[src/rtl/skinny_inv_sbox_pipe.sv]
// 3-share masked inverse SKINNY-64 S-box as two registered quadratic layers with valid/stall control.
// Optional build macro SKINNY_INV_SBOX_RC_EN adds rc_i, which is XORed into share 1 before inversion.
module skinny_inv_sbox_pipe #(
   parameter int NSHARE = 3,
   parameter int RW     = 12
) (
   input  logic            clk,
   input  logic            rst_i,
   input  logic            stall_i,
   input  logic            in_valid_i,
   input  logic [3:0]      in1,
   input  logic [3:0]      in2,
   input  logic [3:0]      in3,
`ifdef SKINNY_INV_SBOX_RC_EN
   input  logic [3:0]      rc_i,
`endif
   input  logic [2*RW-1:0] r,
   output logic            out_valid_o,
   output logic [3:0]      out1,
   output logic [3:0]      out2,
   output logic [3:0]      out3,
   output logic [1:0]      occ_o
);

   generate
      if (NSHARE != 3 || RW != 12) begin : g_bad_cfg
         $error("skinny_inv_sbox_pipe supports only NSHARE=3 and RW=12");
      end
   endgenerate

   // Sinv is the NOR chain y0^=~(y3|y2); y1^=~(y0|y3); y2^=~(y1|y0); y3^=~(y2|y1)
   // followed by the output permutation (y2,y1,y0,y3). Layer 1 covers the first two steps,
   // layer 2 the last two; each pair collapses to a quadratic map. Every output bit is
   // written as lin ^ a&b with per-share linear lin/a/b, so one DOM product per bit.
   function automatic logic [3:0] l1_lin(input logic [3:0] s, input logic c);
      l1_lin = {s[3], s[2], s[1] ^ s[0] ^ s[2], s[0] ^ s[3] ^ s[2] ^ c};
   endfunction

   function automatic logic [3:0] l1_a(input logic [3:0] s);
      l1_a = {2'b00, s[3], s[3]};
   endfunction

   function automatic logic [3:0] l1_b(input logic [3:0] s);
      l1_b = {2'b00, s[2] ^ s[0], s[2]};
   endfunction

   function automatic logic [3:0] l2_lin(input logic [3:0] u, input logic c);
      l2_lin = {u[3] ^ u[2] ^ u[0], u[2] ^ u[1] ^ u[0] ^ c, u[1], u[0]};
   endfunction

   function automatic logic [3:0] l2_a(input logic [3:0] u);
      l2_a = {u[1], u[1], 2'b00};
   endfunction

   function automatic logic [3:0] l2_b(input logic [3:0] u);
      l2_b = {u[0] ^ u[2], u[0], 2'b00};
   endfunction

   // Mask nibble for share pair p (0:{1,2} 1:{1,3} 2:{2,3}); bit k uses rr[3k+p].
   function automatic logic [3:0] rnib(input logic [11:0] rr, input int p);
      rnib = {rr[9+p], rr[6+p], rr[3+p], rr[p]};
   endfunction

   logic [3:0]  rc_p0;
   logic [3:0]  x_p0   [3];
   logic [3:0]  lin_p0 [3];
   logic [3:0]  a_p0   [3];
   logic [3:0]  b_p0   [3];
   logic [3:0]  t_p0   [3][3];
   logic [11:0] r1_p0;
   logic [11:0] r2_p1;

   logic [3:0]  t_p1   [3][3];
   logic [3:0]  u_p1   [3];
   logic [3:0]  lin_p1 [3];
   logic [3:0]  a_p1   [3];
   logic [3:0]  b_p1   [3];
   logic [3:0]  tn_p1  [3][3];
   logic        vld_p1;

   logic [3:0]  t_p2   [3][3];
   logic [3:0]  w_p2   [3];
   logic        vld_p2;

`ifdef SKINNY_INV_SBOX_RC_EN
   assign rc_p0 = rc_i;
`else
   assign rc_p0 = 4'h0;
`endif

   assign r1_p0 = r[RW-1:0];
   assign r2_p1 = r[2*RW-1:RW];

   // Stage 0: constant removal on share 1, layer-1 terms (each reads at most shares i and j)
   always_comb begin
      x_p0[0] = in1 ^ rc_p0;
      x_p0[1] = in2;
      x_p0[2] = in3;
      for (int i = 0; i < 3; i++) begin
         lin_p0[i] = l1_lin(x_p0[i], (i == 0));
         a_p0[i]   = l1_a(x_p0[i]);
         b_p0[i]   = l1_b(x_p0[i]);
      end
      for (int i = 0; i < 3; i++) begin
         for (int j = 0; j < 3; j++) begin
            if (i == j)
               t_p0[i][j] = lin_p0[i] ^ (a_p0[i] & b_p0[i]);
            else
               t_p0[i][j] = (a_p0[i] & b_p0[j]) ^ rnib(r1_p0, i + j - 1);
         end
      end
   end

   // Bank A
   always_ff @(posedge clk) begin
      if (rst_i) begin
         vld_p1 <= 1'b0;
         for (int i = 0; i < 3; i++)
            for (int j = 0; j < 3; j++)
               t_p1[i][j] <= 4'h0;
      end else if (!stall_i) begin
         vld_p1 <= in_valid_i;
         t_p1   <= t_p0;
      end
   end

   // Stage 1: per-share compression, then layer-2 terms
   always_comb begin
      for (int i = 0; i < 3; i++) begin
         u_p1[i]   = t_p1[i][0] ^ t_p1[i][1] ^ t_p1[i][2];
         lin_p1[i] = l2_lin(u_p1[i], (i == 0));
         a_p1[i]   = l2_a(u_p1[i]);
         b_p1[i]   = l2_b(u_p1[i]);
      end
      for (int i = 0; i < 3; i++) begin
         for (int j = 0; j < 3; j++) begin
            if (i == j)
               tn_p1[i][j] = lin_p1[i] ^ (a_p1[i] & b_p1[i]);
            else
               tn_p1[i][j] = (a_p1[i] & b_p1[j]) ^ rnib(r2_p1, i + j - 1);
         end
      end
   end

   // Bank B
   always_ff @(posedge clk) begin
      if (rst_i) begin
         vld_p2 <= 1'b0;
         for (int i = 0; i < 3; i++)
            for (int j = 0; j < 3; j++)
               t_p2[i][j] <= 4'h0;
      end else if (!stall_i) begin
         vld_p2 <= vld_p1;
         t_p2   <= tn_p1;
      end
   end

   // Stage 2: compression and output bit permutation
   always_comb begin
      for (int i = 0; i < 3; i++)
         w_p2[i] = t_p2[i][0] ^ t_p2[i][1] ^ t_p2[i][2];
   end

   assign out1        = {w_p2[0][2], w_p2[0][1], w_p2[0][0], w_p2[0][3]};
   assign out2        = {w_p2[1][2], w_p2[1][1], w_p2[1][0], w_p2[1][3]};
   assign out3        = {w_p2[2][2], w_p2[2][1], w_p2[2][0], w_p2[2][3]};
   assign out_valid_o = vld_p2;
   assign occ_o       = {1'b0, vld_p1} + {1'b0, vld_p2};

endmodule
[config.mk]
export PLATFORM = sky130hd
export DESIGN_NAME = skinny_inv_sbox_pipe
export DESIGN_NICKNAME = d
export VERILOG_FILES = /design/src/rtl/skinny_inv_sbox_pipe.sv
export SDC_FILE = /design/constraint.sdc
export NUM_CORES = 1
export LEC_CHECK = 0
export CORE_UTILIZATION = 30
export CTS_BUF_LIST = sky130_fd_sc_hd__clkbuf_2 sky130_fd_sc_hd__clkbuf_4 sky130_fd_sc_hd__clkbuf_8
export CTS_CLUSTER_DIAMETER = 60
export DETAILED_ROUTE_END_ITERATION = 12
export GPL_TIMING_DRIVEN = 0
export PLACE_DENSITY = 0.57
export SETUP_SLACK_MARGIN = 0.5
export SLEW_MARGIN = 40
export SYNTH_ARGS = -nofsm -noshare
export SYNTH_HDL_FRONTEND = slang
export SYNTH_SLANG_ARGS = --single-unit
export TNS_END_PERCENT = 30
[constraint.sdc]
create_clock -name clk -period 2.1 [get_ports clk]
set_input_delay 0.42 -clock clk [delete_from_list [all_inputs] [get_ports clk]]
set_output_delay 0.42 -clock clk [all_outputs]
set_load 0.02 [all_outputs]
# Word level (Yosys, flattened, before mapping)
# Cells that the tools add are included.
[word_totals]
wordCells = 101
output_inout_bits = 15
inputBits = 40
regBits = 74
[classes]
addsub = 1
n_bitwise = 80
[op_table]
columns = ["op", "n"]
rows = [
  ["bitwise XOR 4 bit", 24],
  ["AND 4 bit", 9],
  ["bitwise XOR 1 bit", 30],
  ["bitwise XOR 2 x 4 -> 4 bit", 6],
  ["AND 2 bit", 9],
  ["adder 1 x 1 -> 2 bit", 1],
  ["inverter 1 bit", 2],
]

# Longest topological paths before layout
# Gate-level depths: netlist of run 1.
[logic_depth]
depth_word = 6
depth_mapped = 5
ltp_nobuf = 4

# Worst setup path after synthesis of run 1
# OpenSTA, ideal clock, no wires.
[synth_path]
path_kind = "register -> register"
start = "reg t_p1[12] in the netlist's numbering"
end = "reg t_p2[31] in the netlist's numbering"
synth_period_minus_slack_ns = 1.775
path_slack_ns = 0.325
required_time_ns = 2.009
path_stages_with_launch = 5
t_arrival_ns = 1.684
n_path_buf = 0
setup_time_ns = 0.091
path_cell_list = "dfxtp_1 -> xnor3_2 -> xnor3_1 -> or3_1 -> a311oi_1"
[synth_between]
elab_chain_cells = 4
[synth_rtl]
columns = ["element", "line", "text"]
rows = [
  ["start: declaration", "73", "logic [3:0] t_p1 [3][3];"],
  ["start signal: assignment", "123", "t_p1 <= t_p0;"],
  ["bitwise XOR 4 bit", "130", "u_p1[i] = t_p1[i][0] ^ t_p1[i][1] ^ t_p1[i][2];"],
  ["bitwise XOR 1 bit", "56", "l2_b = {u[0] ^ u[2], u[0], 2'b00};"],
  ["AND 4 bit", "140", "tn_p1[i][j] = (a_p1[i] & b_p1[j]) ^ rnib(r2_p1, i + j - 1);"],
  ["bitwise XOR 4 bit", "140", ""],
  ["end signal: assignment", "154", "t_p2 <= tn_p1;"],
  ["end: declaration", "81", "logic [3:0] t_p2 [3][3];"],
]
# No other way between the ends.
# A chain may end at the register's enable or synchronous reset.

# Worst setup path in the final report of run 1
# Same ends and word-level chain as after synthesis.

==> impl_metrics.ini, run 1 <==
[power]
total_power_mw = 3.558
power_leakage_nw = 1.682
vdd_drop_max_uv = 367.4
cell_area_power_density_nw_per_um2 = 843.8

[route]
antenna_violating_nets_post_route = 0
wl_um = 8084
initial_drt_pass_iterations = 4
avgViaCountPerCell = 4.718
drt_first_iter_violations = 107
detailroute.via_count = 2628
drt-wirelength-per-cell_um = 14.51
drcViolationCount = 0

[clocking]
numCtsBuffers = 9
cts-root-to-sink-buffers = 2
h-tree-depth = 3
worst_setup_hold_path_clk_slew_ns = 0.07
clock_sink_count = 62
tritoncts = yes
ctsHoldBuffers = 0
cts_root_buf = sky130_fd_sc_hd__clkbuf_8
worst_skew_pair.late_latency_ns = 0.34

[synth]
synth.cells.most_frequent = sky130_fd_sc_hd__nor2_1 (75), sky130_fd_sc_hd__dfxtp_1 (62), sky130_fd_sc_hd__xnor2_1 (45)
ys_async_sr_fraction = 0
synthesized_area_per_cell_um2 = 9.139
synthCells = 345
ys.warnings.count = 0
number_of_synthesized_register_bits = 62
leading_area_contributor_after_synthesis = sky130_fd_sc_hd__dfxtp_1
main_area_contributors_after_synthesis = sky130_fd_sc_hd__dfxtp_1 (39%), sky130_fd_sc_hd__xnor2_1 (13%), sky130_fd_sc_hd__nor2_1 (8.9%), sky130_fd_sc_hd__mux2i_1 (7.0%), sky130_fd_sc_hd__xnor3_1 (5.7%)
post_syn_area_um2 = 3153
synth_seq_area_share = 0.3937
post_synth_num_cell_types = 27
ys_dominant_reg_cell = sky130_fd_sc_hd__dfxtp_1
synth_enable_flop_cells = 0
synth_nets = 386
synthDominantCellAreaShare = 0.3937
synth_most_common_cell = sky130_fd_sc_hd__nor2_1

[min_path]
min_to = t_p1[0]$_SDFFE_PP0N_
holdCritStartpoint = t_p1[0]$_SDFFE_PP0N_
hold-path-cell-count = 2
min-delay-path-class = flip-flop to flip-flop

[final_layout]
antenna_cells = 0
syn_to_final_growth_pct = 33.73
design_area_um2 = 4217
post_layout_nonfiller_instances = 557
final_layout_size_suffix_gt1_frac = 0.1971
total_of_fill_cells_in_the_finished_design = 1061
nets = 457

[global_routing]
antenna_found_initial = 0
via_count_of_the_first_global_routing_pass = 2488
grt_pass1_wl_um = 12820
maximum_number_of_pins_on_one_net_before_global_route_repair = 11
grt_overflow_total = 0
groute.usage.overall = 0.1530

[critical_path]
timing.reg2reg.setup_slack_ns = 0.37
crit_fanout = 6
reg2reg_from = t_p1[12]$_SDFFE_PP0N_
worstPathArrival_ns = 1.99
setup.worst_path.start_class = flip-flop
crit_path_end_kind = flip-flop
critical_path.reg2reg.endpoint = t_p2[31]$_SDFFE_PP0N_
worstPathRequired_ns = 2.35
r2r_cells = 4
timing_worst_setup_path_type = flip-flop to flip-flop

[run]
cap_violations = 0

[place]
post_dp_cell_area_um2 = 3864
numPlacedInstances = 535
port_buffers = 54
dp.final_hpwl_um = 5820
gpl.final_weighted_congestion = 0.7481

[floorplanning]
die-width_um = 104.5
dieArea_um2 = 10920
placement_rows = 37
die_height_um = 104.5
core_um2 = 10280
initial_utilization = 0.3068
io-pin-count = 55

[sta]
timing.slew.headroom = 0.6280
final.setup.tns_ns = 0
final-hold-violation-count = 0
setup_viol = 0
drv_slew = 0
clock.fmax_mhz = 576.5
fin_worst_skew_ns = 0.01045
final_period_minus_worst_setup_slack_ns = 1.734
hold-worst-slack_ns = 0.4614
worst_pin_slew_ns = 0.5579
timing.final.crit_share = 0.8259
rsz_0062_raised_after_global_routing = true

[status]
status = finished clean
==> routing by layer <==
layer	GRT usage	vias to the layer above	part of all wire
met5	0	-	0
met4	0.04388	0	0.0071
met3	0.04762	6	0.053
met2	0.2540	68	0.47
met1	0.1895	1232	0.47
li1	-	1322	-
==> power by group <==
| group | internal, mW | leakage (nW) | switching, mW |
|---|---|---|---|
| logic | 0.545 | 1.05 | 0.538 |
| clock network | 0.621 | 0.110 | 0.471 |
| registers | 1.29 | 0.517 | 0.0936 |
| total | 2.46 | 1.68 | 1.10 |
==> cell usage in the layout, fill, tap and decap left out, types with 2 or more instances in the layout <==
master                            instances
sky130_fd_sc_hd__o211ai_1                 2
sky130_fd_sc_hd__clkinv_2                 3
sky130_fd_sc_hd__o32a_1                   2
sky130_fd_sc_hd__dfxtp_1                 51
sky130_fd_sc_hd__clkbuf_2                 9
sky130_fd_sc_hd__xnor2_2                 10
sky130_fd_sc_hd__nor3b_1                  2
sky130_fd_sc_hd__xnor3_2                  8
sky130_fd_sc_hd__nor2_1                  75
sky130_fd_sc_hd__buf_4                   15
sky130_fd_sc_hd__clkbuf_4                 3
sky130_fd_sc_hd__or3_1                   10
sky130_fd_sc_hd__clkdlybuf4s50_1         40
sky130_fd_sc_hd__mux2i_1                 22
sky130_fd_sc_hd__a21oi_1                 10
sky130_fd_sc_hd__buf_2                    9
sky130_fd_sc_hd__clkbuf_8                11
sky130_fd_sc_hd__a211oi_1                19
sky130_fd_sc_hd__buf_1                    2
sky130_fd_sc_hd__xnor3_1                  3
sky130_fd_sc_hd__dfxtp_2                 10
sky130_fd_sc_hd__o21ai_0                 10
sky130_fd_sc_hd__inv_1                    4
sky130_fd_sc_hd__o22ai_1                  2
sky130_fd_sc_hd__nand3_1                  5
sky130_fd_sc_hd__nor4_1                   2
sky130_fd_sc_hd__a311oi_1                 8
sky130_fd_sc_hd__xnor2_1                 34
sky130_fd_sc_hd__xor2_1                   8
sky130_fd_sc_hd__nand2_1                 21
sky130_fd_sc_hd__nand4b_1                 2
==> worst max-delay path by stage <==
stage                     startpoint                     to  slack, ns  cells after the start
5_1_grt        t_p1[12]$_SDFFE_PP0N_   t_p2[7]$_SDFFE_PP0N_       0.29                      4
4_1_cts        t_p1[26]$_SDFFE_PP0N_  t_p2[23]$_SDFFE_PP0N_       0.35                      4
6_report       t_p1[12]$_SDFFE_PP0N_  t_p2[31]$_SDFFE_PP0N_       0.37                      4
3_3_place_gp                 stall_i   t_p2[4]$_SDFFE_PP0N_      -0.27                      5
2_1_floorplan  t_p1[12]$_SDFFE_PP0N_  t_p2[31]$_SDFFE_PP0N_       0.49                      4
3_5_place_dp                 stall_i   t_p2[4]$_SDFFE_PP0N_      -0.30                      5
==> through the flow <==
stage | utilization | setup WS (ns)
floorplan | - | 0.4897
global placement | 0.3759 | -0.2723
detailed placement | 0.3759 | -0.2973
CTS | 0.4018 | 0.3531
global route | 0.4103 | 0.2920
finish | 0.4103 | 0.3655
==> worst max-delay path: stages (launching register included) <==
cell,delay (ns)
sky130_fd_sc_hd__dfxtp_2,0.33
sky130_fd_sc_hd__xnor3_2,0.44
sky130_fd_sc_hd__xnor3_2,0.30
sky130_fd_sc_hd__or3_1,0.39
sky130_fd_sc_hd__a311oi_1,0.20
==> flip-flops by register name, indices dropped and copies added, names as in the netlist <==
register     cells
t_p1            30
out_valid_o      1
t_p2            30
vld_p1           1
==> cells by family after synthesis <==
logic type / synth area share
AO/OA/AOI/OAI: 0.1167
buffers and inverters: 0.02778
AND/OR/NAND/NOR: 0.1583
adder cells (fa/ha/maj): 0.003968
multiplexers: 0.06984
XOR/XNOR: 0.2298
flip-flops: 0.3937
==> what timing repair did <==
| item | 4_1_cts | 5_1_grt |
|---|---|---|
| endpoints found under the setup margin | 76 | 58 |
| gates resized for setup | 102 | 25 |
| pin swaps | 11 | 8 |
| setup buffers | 1 | 5 |
==> cell type report <==
class,count,area [um^2],share of cell area
clock buffers,12,158.9,0.03769
well taps,136,170.2,0.04036
multi-input cells,260,1932,0.4582
clock inverters,4,45.04,0.01068
flip-flops and latches,62,1257,0.2982
inverters,4,15.01,0.003561
repair buffers,60,536.8,0.1273
plain buffers,19,101.3,0.02404
Power figures use the tool's default switching activity.
==> inputs of run 2 (changes only) <==
==> constraint.sdc (replaced) <==
create_clock -name clk -period 1.8 [get_ports clk]
set_input_delay 0.36 -clock clk [delete_from_list [all_inputs] [get_ports clk]]
set_output_delay 0.36 -clock clk [all_outputs]
set_load 0.02 [all_outputs]
==> run 2 against run 1 <==
Maximum frequency is 2.5% lower; via count grew 1.6%; register-to-register slack got worse by 0.34 ns; largest power group unchanged; highest routed layer unchanged; wire length grew 4.9%; sequential share of layout area down 1.1 points; cell count up 0.36%; worst hold slack improved by 0.022 ns; power is 25% higher.
==> impl_metrics.ini, run 2 (synthesized netlist as in run 1, its figures left out) <==
[status]
status = finished clean

[place]
gpl.final_weighted_congestion = 0.7873
dp.final_hpwl_um = 5865
port_buffers = 54
post_dp_cell_area_um2 = 3881
placement_stage_worst_setup_slack_ns = -0.5355

[route]
antenna_violating_nets_post_route = 0
drt_first_iter_violations = 88
detailroute.via_count = 2671
drt-wirelength-per-cell_um = 15.17
avgViaCountPerCell = 4.778
drcViolationCount = 0
wl_um = 8481
initial_drt_pass_iterations = 4

[sta]
drv_slew = 0
final-hold-violation-count = 0
final.setup.tns_ns = 0
finalWorstSetupSlack_ns = 0.02126
rsz_0062_raised_after_global_routing = true
final_period_minus_worst_setup_slack_ns = 1.779
timing.slew.headroom = 0.7489
fin_worst_skew_ns = 0.009244
worst_pin_slew_ns = 0.3760
clock.fmax_mhz = 562.2
timing.final.crit_share = 0.9882
hold-worst-slack_ns = 0.4830
setup_viol = 0

[final_layout]
layout_commonest_cell = sky130_fd_sc_hd__nor2_1
antenna_cells = 0
biggestRegsByFlops = t_p1: 30 flops, t_p2: 30 flops
nets = 459
design_area_um2 = 4494
final_layout_size_suffix_gt1_frac = 0.2955
finish.utilization = 0.4373
layout.cells.most_common_list = sky130_fd_sc_hd__nor2_1 (71), sky130_fd_sc_hd__dfxtp_1 (35), sky130_fd_sc_hd__clkdlybuf4s50_1 (29), sky130_fd_sc_hd__xnor2_1 (28), sky130_fd_sc_hd__mux2i_1 (22)
syn_to_final_growth_pct = 42.54

[critical_path]
r2r_cells = 4
worstPathRequired_ns = 2.07
worstPathArrival_ns = 2.05
timing_worst_setup_path_type = flip-flop to flip-flop
crit_path_end_kind = flip-flop
critical_path.reg2reg.endpoint = t_p2[31]$_SDFFE_PP0N_
timing.reg2reg.setup_slack_ns = 0.02
crit_fanout = 6
setup.worst_path.start_class = flip-flop
reg2reg_from = t_p1[12]$_SDFFE_PP0N_

[power]
clkPwrFrac = 0.322
power_leakage_nw = 1.840
net-switching-power_mw = 1.347
vdd_drop_max_uv = 406.1
power.combinational.fraction = 0.311
sequentialPowerShare = 0.367
internal-power_mw = 3.089
netSwitchingFraction = 0.3035
cell_area_power_density_nw_per_um2 = 987.0

[floorplanning]
die-width_um = 104.5
die_height_um = 104.5
placement_rows = 37
core_um2 = 10280
initial_utilization = 0.3068
io-pin-count = 55
dieArea_um2 = 10920

[min_path]
min-delay-path-class = flip-flop to flip-flop
hold-path-cell-count = 2
holdCritStartpoint = t_p1[16]$_SDFFE_PP0N_
min_to = t_p1[16]$_SDFFE_PP0N_

[run]
cap_violations = 0

[clocking]
cts-root-to-sink-buffers = 2
clock_sink_count = 62
h-tree-depth = 3
worst_skew_pair.late_latency_ns = 0.36
tritoncts = yes
ctsHoldBuffers = 0
worst_setup_hold_path_clk_slew_ns = 0.07
numCtsBuffers = 9
cts_root_buf = sky130_fd_sc_hd__clkbuf_8

[global_routing]
grt_overflow_total = 0
grt_pass1_wl_um = 13390
antenna_found_initial = 0
groute.usage.overall = 0.1614
maximum_number_of_pins_on_one_net_before_global_route_repair = 11
via_count_of_the_first_global_routing_pass = 2650
run 2: critical path, stage by stage, from the launching register on:
cell	delay, ns
sky130_fd_sc_hd__dfxtp_2	0.33
sky130_fd_sc_hd__xnor3_2	0.48
sky130_fd_sc_hd__xnor3_2	0.31
sky130_fd_sc_hd__or3_1	0.33
sky130_fd_sc_hd__a311oi_1	0.25
run 2: layout make-up:
| class | count | area (um^2) |
|---|---|---|
| multi-input combinational | 260 | 2062 |
| fill | 1031 | 5783 |
| inverter | 4 | 15.01 |
| tap | 136 | 170.2 |
| timing repair buffer | 62 | 604.3 |
| clock inverter | 3 | 67.56 |
| sequential | 62 | 1290 |
| buffer | 19 | 125.1 |
| clock buffer | 13 | 160.2 |
run 2: routing by layer:
metal  part of all wire  global-route usage  routed length (um)
met1               0.47              0.2064                3970
met2               0.47              0.2592                3976
met3              0.047             0.04010                 397
met4              0.016             0.06429                 137
met5                  0                   0                   0
run 2: metrics by stage:
stage	instances	total power [mW]
final	559	4.436
after detailed placement	535	2.864
after CTS	554	4.320
after global routing	559	4.636
after global placement	535	2.849
after floorplan	345	2.401
run 2: power by group through the flow:
stage	Combinational (mW)	Sequential, mW	Clock (mW)
2_1_floorplan	0.797	1.60	0
3_3_place_gp	1.22	1.62	0
3_5_place_dp	1.24	1.63	0
4_1_cts	1.26	1.62	1.44
5_1_grt	1.49	1.64	1.51
6_report	1.38	1.63	1.43
run 2: worst max-delay path by stage:
stage | from | end | cells past startpoint
4_1_cts | t_p1[20]$_SDFFE_PP0N_ | t_p2[7]$_SDFFE_PP0N_ | 4
5_1_grt | t_p1[12]$_SDFFE_PP0N_ | t_p2[31]$_SDFFE_PP0N_ | 4
3_3_place_gp | stall_i | t_p1[34]$_SDFFE_PP0N_ | 5
3_5_place_dp | stall_i | t_p2[28]$_SDFFE_PP0N_ | 5
6_report | t_p1[12]$_SDFFE_PP0N_ | t_p2[31]$_SDFFE_PP0N_ | 4
2_1_floorplan | t_p1[12]$_SDFFE_PP0N_ | t_p2[31]$_SDFFE_PP0N_ | 4
run 2: timing repair:
| item | in CTS | in global routing |
|---|---|---|
| setup endpoints to repair | 77 | 69 |
| setup buffers | 3 | 5 |
| pin swaps | 18 | 49 |
| cloned | 0 | 0 |
| gates resized for setup | 119 | 85 |
==> inputs of run 3 (changes only) <==
--- a/config.mk
+++ b/config.mk
@@ -12,6 +12,7 @@
 export GPL_TIMING_DRIVEN = 0
 export PLACE_DENSITY = 0.57
 export SETUP_SLACK_MARGIN = 0.5
+export SKIP_CTS_REPAIR_TIMING = 1
 export SLEW_MARGIN = 40
 export SYNTH_ARGS = -nofsm -noshare
 export SYNTH_HDL_FRONTEND = slang
==> run 3 against run 2 <==
The flow now finishes with violations (negative setup slack); flip-flop and latch count is the same; first-iteration DRC count rose by 6.8%; global-route usage down 0.24 points; combinational power decreased by 4%; wire length down 0.59%; sequential share of layout area rose by 0.28 points; clock power about the same; clock skew rose by 0.0014 ns; critical endpoint is now t_p2[23]$_SDFFE_PP0N_.
==> impl_metrics.ini, run 3 (synthesized netlist as in run 1, its figures left out) <==
[status]
status = finished with violations
failing_checks = negative setup slack

[run]
cap_violations = 0

[critical_path]
worstPathRequired_ns = 2.05
crit_path_end_kind = flip-flop
crit_fanout = 6
timing_worst_setup_path_type = flip-flop to flip-flop
worstPathArrival_ns = 2.08
setup.worst_path.start_class = flip-flop

[floorplanning]
initial_utilization = 0.3068
core_um2 = 10280
die_height_um = 104.5
io-pin-count = 55
dieArea_um2 = 10920
die-width_um = 104.5
placement_rows = 37

[sta]
drv_slew = 0
setup_viol = 1
final_period_minus_worst_setup_slack_ns = 1.828
rsz_0062_raised_after_global_routing = true
fin_worst_skew_ns = 0.01065
finalWorstSetupSlack_ns = -0.02810
timing.final.crit_share = 1.016
timing.slew.headroom = 0.5761
final-hold-violation-count = 0
worst_pin_slew_ns = 0.6359
clock.fmax_mhz = 547.0

[final_layout]
biggestRegsByFlops = t_p1: 30 flops, t_p2: 30 flops
antenna_cells = 0
nets = 454
syn_to_final_growth_pct = 39.92
layout.cells.most_common_list = sky130_fd_sc_hd__nor2_1 (73), sky130_fd_sc_hd__dfxtp_1 (42), sky130_fd_sc_hd__clkdlybuf4s50_1 (30), sky130_fd_sc_hd__xnor2_1 (29), sky130_fd_sc_hd__mux2i_1 (22)
finish.utilization = 0.4293
post_layout_nonfiller_instances = 554
layout_commonest_cell = sky130_fd_sc_hd__nor2_1
final_layout_size_suffix_gt1_frac = 0.2512

[global_routing]
antenna_found_initial = 0
via_count_of_the_first_global_routing_pass = 2599
maximum_number_of_pins_on_one_net_before_global_route_repair = 11
globalRoute.busiestLayer = met2
grt_overflow_total = 0
grt.met2_usage = 0.2554
grt_pass1_wl_um = 13190
groute.usage.overall = 0.1590
use_met3 = 0.04135
met1_usage = 0.2018

[clocking]
numCtsBuffers = 9
worst_setup_hold_path_clk_slew_ns = 0.08
cts_root_buf = sky130_fd_sc_hd__clkbuf_8
worst_skew_pair.late_latency_ns = 0.35
tritoncts = yes
cts-root-to-sink-buffers = 2
clock_sink_count = 62
h-tree-depth = 3

[power]
cell_area_power_density_nw_per_um2 = 991.5
power_leakage_nw = 1.793
vdd_drop_max_uv = 426.6

[route]
avgViaCountPerCell = 4.825
drcViolationCount = 0
drt_first_iter_violations = 94
detailroute.via_count = 2673
drt-wirelength-per-cell_um = 15.22
initial_drt_pass_iterations = 4
wl_um = 8431
antenna_violating_nets_post_route = 0

[place]
gpl.final_weighted_congestion = 0.7873
placement_stage_worst_setup_slack_ns = -0.5355
numPlacedInstances = 535
port_buffers = 54
dp.final_hpwl_um = 5865

[min_path]
min-delay-path-class = flip-flop to flip-flop
-- run 3: cell count changes in the layout (fill, tap and decap cells not counted), moves of 4 or more --
cell                       previous run  this run
sky130_fd_sc_hd__buf_4               17        13
sky130_fd_sc_hd__dfxtp_1             35        42
sky130_fd_sc_hd__dfxtp_2             21        15
sky130_fd_sc_hd__clkbuf_2            11         6
-- run 3: power breakdown --
part	internal [mW]	switching, mW	total, mW
Sequential	1.51	0.116	1.62
Combinational	0.673	0.654	1.33
Clock	0.865	0.558	1.42
-- run 3: layout make-up --
type	count	area [um^2]
multi-input combinational	260	2039
inverter	4	15.01
clock buffer	13	160.2
fill	1025	5866
clock inverter	3	67.56
buffer	19	120.1
timing repair buffer	57	560.5
tap	136	170.2
sequential	62	1279
-- run 3: critical path, stage by stage, from the launching register on --
cell and delay (ns):
sky130_fd_sc_hd__dfxtp_2 0.33, sky130_fd_sc_hd__xnor3_2 0.52, sky130_fd_sc_hd__xnor2_4 0.22, sky130_fd_sc_hd__or3_1 0.38, sky130_fd_sc_hd__a311oi_1 0.29
-- run 3: worst paths after layout --
check / startpoint / slack, ns / depth (start not counted) / to
worst min register to register: t_p1[16]$_SDFFE_PP0N_ / 0.48 / 2 / t_p1[16]$_SDFFE_PP0N_
worst max-delay path: t_p1[24]$_SDFFE_PP0N_ / -0.03 / 4 / t_p2[23]$_SDFFE_PP0N_
worst max register to register: t_p1[24]$_SDFFE_PP0N_ / -0.03 / 4 / t_p2[23]$_SDFFE_PP0N_
worst min-delay path: t_p1[16]$_SDFFE_PP0N_ / 0.48 / 2 / t_p1[16]$_SDFFE_PP0N_
-- run 3: through the flow --
step           instance area, um^2  setup TNS, ns  hold slack, ns  power (mW)
2_1_floorplan                 3171              0          0.4386       2.401
3_3_place_gp                  3881         -18.08          0.4628       2.849
3_5_place_dp                  3881         -19.27          0.4606       2.864
4_1_cts                       4109         -4.402          0.4709       4.280
5_1_grt                       4412        -0.1238          0.5060       4.577
6_report                      4412       -0.02810          0.4849       4.374
-- run 3: per-layer routing --
| layer | part of all wire | vias to the layer above |
|---|---|---|
| li1 | - | 1325 |
| met1 | 0.46 | 1263 |
| met2 | 0.46 | 72 |
| met3 | 0.058 | 13 |
| met4 | 0.018 | 0 |
| met5 | 0 | - |
